[src/rtl/uart_rx_sampler_pkg.sv]
// Shared definitions for the uart_rx_sampler receiver: FSM state encoding and baud divider floor.
package uart_rx_sampler_pkg;

    localparam int MIN_BAUD_DIV = 8;

    typedef enum logic [2:0] {
        ST_IDLE,
        ST_START,
        ST_DATA,
        ST_PARITY,
        ST_STOP,
        ST_BREAK
    } rx_state_t;

endpackage

[src/rtl/uart_rx_bit_timer.sv]
// Bit timer for uart_rx_sampler: latches baud_div while idle, counts clocks within a bit
// and raises the two mid-bit sample strobes and the decision strobe.
module uart_rx_bit_timer
    import uart_rx_sampler_pkg::*;
(
    input  logic        clk,
    input  logic        rst_n,
    input  logic [15:0] baud_div,
    input  logic        latch,
    input  logic        clear,
    output logic        sample,
    output logic        decide
);

    logic [15:0] div_q;
    logic [15:0] cnt;
    logic [15:0] half;

    assign half = div_q >> 1;

    always_ff @(posedge clk or negedge rst_n) begin
        if (!rst_n) begin
            div_q <= 16'(MIN_BAUD_DIV);
            cnt   <= '0;
        end else begin
            // values below the floor are undefined; clamping keeps the strobes well-formed
            if (latch) begin
                div_q <= (baud_div < 16'(MIN_BAUD_DIV)) ? 16'(MIN_BAUD_DIV) : baud_div;
            end
            if (clear) begin
                cnt <= '0;
            end else if (cnt == div_q - 16'd1) begin
                cnt <= '0;
            end else begin
                cnt <= cnt + 16'd1;
            end
        end
    end

    assign sample = (cnt == half - 16'd1) || (cnt == half);
    assign decide = (cnt == half + 16'd1);

endmodule

[src/rtl/uart_rx_sampler.sv]
// 8N1 UART receiver core with 3-sample mid-bit majority vote and rx_done/rx_read handshake.
// Define UART_RX_PARITY_EN to add an even-parity bit between the data bits and the stop bit.
//
// state  | meaning
// IDLE   | line high, waiting for a start edge; baud_div tracked
// START  | validating start bit at mid-bit (high vote = glitch)
// DATA   | collecting DATA_BITS votes, LSB first
// PARITY | checking even parity (UART_RX_PARITY_EN only)
// STOP   | stop vote: high delivers, low flags frame error
// BREAK  | line stuck low after a bad stop, waiting for high
module uart_rx_sampler
    import uart_rx_sampler_pkg::*;
#(
    parameter int SYNC_STAGES = 2,
    parameter int DATA_BITS   = 8
) (
    input  logic        clk,
    input  logic        rst_n,
    input  logic [15:0] baud_div,
    input  logic        rx_pin,
    input  logic        rx_read,
    output logic        rx_done,
    output logic [7:0]  rx_byte,
    output logic        frame_err,
    output logic        overrun
);

    rx_state_t state, state_next;

    logic [SYNC_STAGES-1:0] sync;
    logic                   line;
    logic [1:0]             samp;
    logic                   maj;
    logic                   sample;
    logic                   decide;
    logic [2:0]             bit_idx;
    logic [7:0]             shreg;
    logic                   par_err;
    logic                   shift_en;
    logic                   deliver;
    logic                   fe_now;
    logic                   ack;
    logic                   ack_wait;
    logic                   pend;

    always_ff @(posedge clk or negedge rst_n) begin
        if (!rst_n) begin
            sync <= '1;
        end else begin
            sync <= {sync[SYNC_STAGES-2:0], rx_pin};
        end
    end

    assign line = sync[SYNC_STAGES-1];
    assign maj  = (samp[1] & samp[0]) | (samp[1] & line) | (samp[0] & line);
    assign ack  = rx_done & rx_read & ~ack_wait;

    uart_rx_bit_timer u_timer (
        .clk      (clk),
        .rst_n    (rst_n),
        .baud_div (baud_div),
        .latch    (state == ST_IDLE),
        .clear    (state_next == ST_IDLE),
        .sample   (sample),
        .decide   (decide)
    );

    always_ff @(posedge clk or negedge rst_n) begin
        if (!rst_n) begin
            state <= ST_IDLE;
        end else begin
            state <= state_next;
        end
    end

    always_comb begin
        state_next = state;
        shift_en   = 1'b0;
        deliver    = 1'b0;
        fe_now     = 1'b0;
        case (state)
            ST_IDLE: begin
                if (!line) state_next = ST_START;
            end
            ST_START: begin
                if (decide) state_next = maj ? ST_IDLE : ST_DATA;
            end
            ST_DATA: begin
                if (decide) begin
                    shift_en = 1'b1;
                    if (bit_idx == 3'(DATA_BITS - 1)) begin
`ifdef UART_RX_PARITY_EN
                        state_next = ST_PARITY;
`else
                        state_next = ST_STOP;
`endif
                    end
                end
            end
            ST_PARITY: begin
                if (decide) begin
                    state_next = ST_STOP;
                    fe_now     = (maj != ^shreg);
                end
            end
            ST_STOP: begin
                // a parity error already raised frame_err for this frame
                if (decide) begin
                    if (maj) begin
                        state_next = ST_IDLE;
                        deliver    = ~par_err;
                    end else begin
                        state_next = ST_BREAK;
                        fe_now     = ~par_err;
                    end
                end
            end
            ST_BREAK: begin
                if (line) state_next = ST_IDLE;
            end
            default: state_next = ST_IDLE;
        endcase
    end

`ifdef UART_RX_PARITY_EN
    always_ff @(posedge clk or negedge rst_n) begin
        if (!rst_n) begin
            par_err <= 1'b0;
        end else if (state == ST_START) begin
            par_err <= 1'b0;
        end else if (state == ST_PARITY && fe_now) begin
            par_err <= 1'b1;
        end
    end
`else
    assign par_err = 1'b0;
`endif

    always_ff @(posedge clk or negedge rst_n) begin
        if (!rst_n) begin
            samp      <= '1;
            bit_idx   <= '0;
            shreg     <= '0;
            frame_err <= 1'b0;
            overrun   <= 1'b0;
            rx_done   <= 1'b0;
            rx_byte   <= '0;
            ack_wait  <= 1'b0;
            pend      <= 1'b0;
        end else begin
            frame_err <= fe_now;
            overrun   <= 1'b0;
            if (sample) samp <= {samp[0], line};
            if (state == ST_START) begin
                bit_idx <= '0;
                shreg   <= '0;
            end else if (shift_en) begin
                shreg[bit_idx] <= maj;
                bit_idx        <= bit_idx + 3'd1;
            end

            // ack_wait blocks a fresh rx_done until the consumer has released rx_read
            ack_wait <= ack | (ack_wait & rx_read);
            if (deliver) begin
                if (ack || (!rx_done && !pend)) begin
                    rx_byte <= shreg;
                    if (!rx_done && ack_wait && rx_read) begin
                        pend <= 1'b1;
                    end else begin
                        rx_done <= 1'b1;
                    end
                end else begin
                    overrun <= 1'b1;
                end
            end else if (ack) begin
                rx_done <= 1'b0;
            end else if (pend && !rx_read) begin
                rx_done <= 1'b1;
                pend    <= 1'b0;
            end
        end
    end

endmodule
[config.mk]
export PLATFORM = sky130hd
export DESIGN_NAME = uart_rx_sampler
export DESIGN_NICKNAME = d
export VERILOG_FILES = /design/src/rtl/uart_rx_sampler_pkg.sv /design/src/rtl/uart_rx_bit_timer.sv /design/src/rtl/uart_rx_sampler.sv
export SDC_FILE = /design/constraint.sdc
export NUM_CORES = 1
export LEC_CHECK = 0
export BUFFER_PORTS_ARGS = -buffer_cell sky130_fd_sc_hd__buf_2
export CAP_MARGIN = 20
export CELL_PAD_IN_SITES_DETAIL_PLACEMENT = 1
export CELL_PAD_IN_SITES_GLOBAL_PLACEMENT = 1
export CORE_UTILIZATION = 43
export DETAILED_ROUTE_END_ITERATION = 16
export GPL_ROUTABILITY_DRIVEN = 1
export HOLD_SLACK_MARGIN = 0.08
export PLACE_DENSITY_LB_ADDON = 0.1
export RECOVER_POWER = 100
export SETUP_SLACK_MARGIN = 0.5
export SYNTH_ARGS = -nofsm -noshare
export SYNTH_HDL_FRONTEND = slang
export SYNTH_SLANG_ARGS = --single-unit
[constraint.sdc]
create_clock -name clk -period 2.47 [get_ports clk]
set_input_delay 0.247 -clock clk [delete_from_list [all_inputs] [get_ports clk]]
set_output_delay 0.247 -clock clk [all_outputs]
set_load 0.03 [all_outputs]
==> impl_metrics.toml <==
[timing]
worstMarginPinSlew_ns = 1.81
skew_ns = 0.00960
finalSetupViolCount = 43
finalCriticalPeriod_ns = 2.83
drv_slew = 33
slew_headroom_pct = -20.9
fin_ws_ns = -0.361
rsz0062_at_grt = "yes"
final-hold-violation-count = 0
max_freq_mhz = 353
finalCritPeriodShare_pct = 115
holdWs_ns = 0.120

[synthesis]
synth_edf_count = 0
syn_nets = 581
ys_seq_elements = 63
syn_area_per_cell_um2 = 9.04
ys_seq_area_share_pct = 31.6
yosys.area.top_type = "dfrtp_1"
yosys-top-cells-area = "dfrtp_1 (29%), xnor2_1 (8.6%), mux2_2 (4.7%)"
yosys_warnings = 0
synth_top_area_share_pct = 29.0
synth_cells = 554
syn_area_mm2 = 0.00501
synthFlopType = "dfrtp_1"
synth-async-reset-ratio_pct = 100
ys_types = 76

[worst_setup_path]
cp.arrival_ns = 3.09
crit_type = "flip-flop to flip-flop"
ff2ff_setup_slack_ns = -0.36
cp-start-kind = "flip-flop"
worstPathRequired_ns = 2.72
cp_slowest_stage_delay_ns = 0.59
reg2reg_to = "u_timer.cnt[11]"
worst_path_max_delay_cell = "or4_4"
path_delay_family = "simple AND/OR/NAND/NOR gates"
path_cells = "buf_6 > inv_8 > ha_4 > xnor2_2 > nor2b_4 > a21boi_2 > nand4_1 > or4_4 > mux2i_4 > buf_16 > a211oi_2"
critPathBufInv = 3
rr_startpoint = "u_timer.div_q[1]"
r2r.worst_path.cells = 11
endpoint_kind = "flip-flop"
critPathMaxFanout = 8

[global_routing]
overflow = 0
grt.total_usage_pct = 34.2
grt_pass1_wl_um = 30100
grt_start_max_net_pins = 33
antenna_found_initial = 0
grt_pass1_vias = 5345

[clock_tree]
cts_max_level = 3
cts_sinks = 63
clock_latency_ns = 0.36
path_clk_slew_ns = 0.06
clock_path_buffers = 2
cts_root_buffer = "clkbuf_16"
numCtsBuffers = 9
cts_tree = "done"

[routing]
wl_met2_um = 10100
met1Wirelength_um = 8500
drt-pass1-iter-count = 4
routed_wl_um = 20300
via_per_inst = 6.07
routed.top_layer = "met4"
drc = 0
postRouteAntennaNets = 0
wl_per_cell_um = 24.2
first_iter_violations = 452
num_vias = 5089
wl_met3_um = 1110

[min_path]
min_path_cells = 3
hp-class = "primary input to flip-flop"
worstHoldStart = "baud_div[8]"
hold_end = "u_timer.div_q[8]"

[job]
maxCapViolCount = 1

[power]
powerDensity_mw_per_mm2 = 534
power.total_mw = 3.86
p_leak_nw = 2.84
ir_drop_mv = 0.571

[layout]
final_util_pct = 63.6
fillers = 1250
stdcell_count = 838
nets = 717
syn_to_final_growth_pct = 44.3
diodes = 0
drive_gt1_share_pct = 43.3

[die]
die_h_um = 110
fp.dieW_um = 110
core_mm2 = 0.0114
initial_core_util_pct = 44.1
die_area_mm2 = 0.0121
num_rows = 39
ios = 31

[placed_design]
port_buffers = 30
pre_cts_ws_ns = -0.377
dpl.cell_count = 790
hpwl_um = 13100
gp_congestion = 0.877

[status]
outcome = "complete, but fails checks"
violations = "max-capacitance violations, max-slew violations, negative setup slack"
timing repair:
item	in CTS	in global routing
endpoints found under the hold margin	28	0
hold buffers	2	0
setup buffers	20	5
cloned	4	1
setup endpoints to repair	44	44
gates resized for setup	83	28
pin swaps	30	12
cell type report:
| cell class | instances | area [µm²] | share of cell area (%) |
|---|---|---|---|
| timing repair buffer | 171 | 1380 | 19.1 |
| tap | 143 | 179 | 2.48 |
| multi-input combinational | 426 | 3650 | 50.6 |
| clock inverter | 7 | 105 | 1.45 |
| clock buffer | 9 | 225 | 3.12 |
| sequential | 63 | 1590 | 22.1 |
| inverter | 19 | 86.3 | 1.19 |
flip-flops by register name, summed over array words and instances (netlist names):
signal and count:
ack_wait 1, bit_idx 3, frame_err 1, overrun 1, pend 1, rx_byte 8
rx_done 1, samp 2, shreg 8, state 3, sync 2, u_timer.cnt 16
u_timer.div_q 16
cell usage in the layout (no fill, tap or decap), types with 5 or more instances in the layout:
master	count
a211oi_2	14
a21oi_1	16
a21oi_2	5
a31oi_1	7
and2_1	6
and3_1	6
and4_1	5
buf_12	5
buf_2	18
buf_4	109
buf_6	19
clkbuf_1	15
clkbuf_16	10
dfrtp_1	49
dfrtp_2	9
dfstp_2	5
inv_1	15
mux2_2	17
mux2i_1	6
nand2_1	34
nand3_1	17
nand4_1	21
nor2_1	35
nor2b_1	9
nor3_1	14
nor4_1	5
nor4_4	6
o211ai_1	6
o21a_1	5
o21ai_0	14
o21ai_1	7
or4_4	5
xnor2_1	44
xor2_1	15
kinds of logic (layout without fill, tap and decap cells):
logic type	count (synthesis)	in the layout	share of synthesized area, %
multiplexers	29	29	6.57
flip-flops	63	63	31.6
AND/OR/NAND/NOR	205	205	23.6
AO/OA/AOI/OAI	114	115	17.3
XOR/XNOR	69	69	12.6
buffers and inverters	66	206	6.32
adder cells (fa/ha/maj)	8	8	1.95
per-stage QoR:
stage               TNS (ns)  cell area, µm²
CTS                    -5.81            7070
finish                -10.71            7230
global placement       -6.43            6100
global route          -20.40            7230
detailed placement     -9.68            6100
floorplan             -0.633            5220
layer usage:
layer  global-route usage [%]  vias up
met5                        0        -
met4                     13.1        0
met3                     7.65       51
met2                     56.7      170
met1                     43.1     2576
li1                         -     2292
cells in the mapped netlist, types with 3 or more instances:
cell type / instances
nor4_2: 3
a31oi_1: 7
nand3_1: 22
mux2i_1: 7
and4_1: 6
a21o_1: 4
xor2_1: 17
dfrtp_1: 58
a211oi_1: 9
nor2b_1: 10
o2111ai_1: 3
o211ai_1: 6
or4_1: 5
a21oi_1: 21
o21ai_0: 21
and3_1: 6
nor2_1: 35
a211oi_2: 10
buf_2: 16
dfstp_2: 5
clkbuf_1: 20
buf_4: 7
inv_1: 18
o31ai_1: 4
xnor2_1: 49
nor3b_1: 5
o21a_1: 5
buf_6: 3
nor3_1: 17
nor4_1: 9
nand2_1: 38
nand4_1: 21
nand3b_1: 4
and2_1: 6
ha_1: 7
mux2_2: 21
report_power, final:
group	internal [mW]	switching (mW)
registers	1.09	0.0924
logic	0.585	0.631
clock network	0.898	0.565
worst reg2reg max path, delay by kind of cell (launching register included):
family,cells,cell delay [ns]
AND/OR/NAND/NOR,3,0.87
flip-flops,1,0.45
buffers and inverters,3,0.39
XOR/XNOR,1,0.16
adder cells (fa/ha/maj),1,0.20
AO/OA/AOI/OAI,2,0.39
multiplexers,1,0.27
worst max path at each step:
stage / startpoint / endpoint / slack, ns / cells after the start
after floorplan: u_timer.cnt[9] / u_timer.cnt[10] / -0.05 / 9
after global placement: u_timer.div_q[1] / u_timer.cnt[0] / -0.28 / 12
after detailed placement: u_timer.div_q[1] / u_timer.cnt[4] / -0.38 / 12
after CTS: u_timer.div_q[1] / u_timer.cnt[14] / -0.22 / 11
after global routing: u_timer.div_q[1] / u_timer.cnt[15] / -0.45 / 11
final: u_timer.div_q[1] / u_timer.cnt[11] / -0.36 / 11
(Power assumes the default switching activity.)
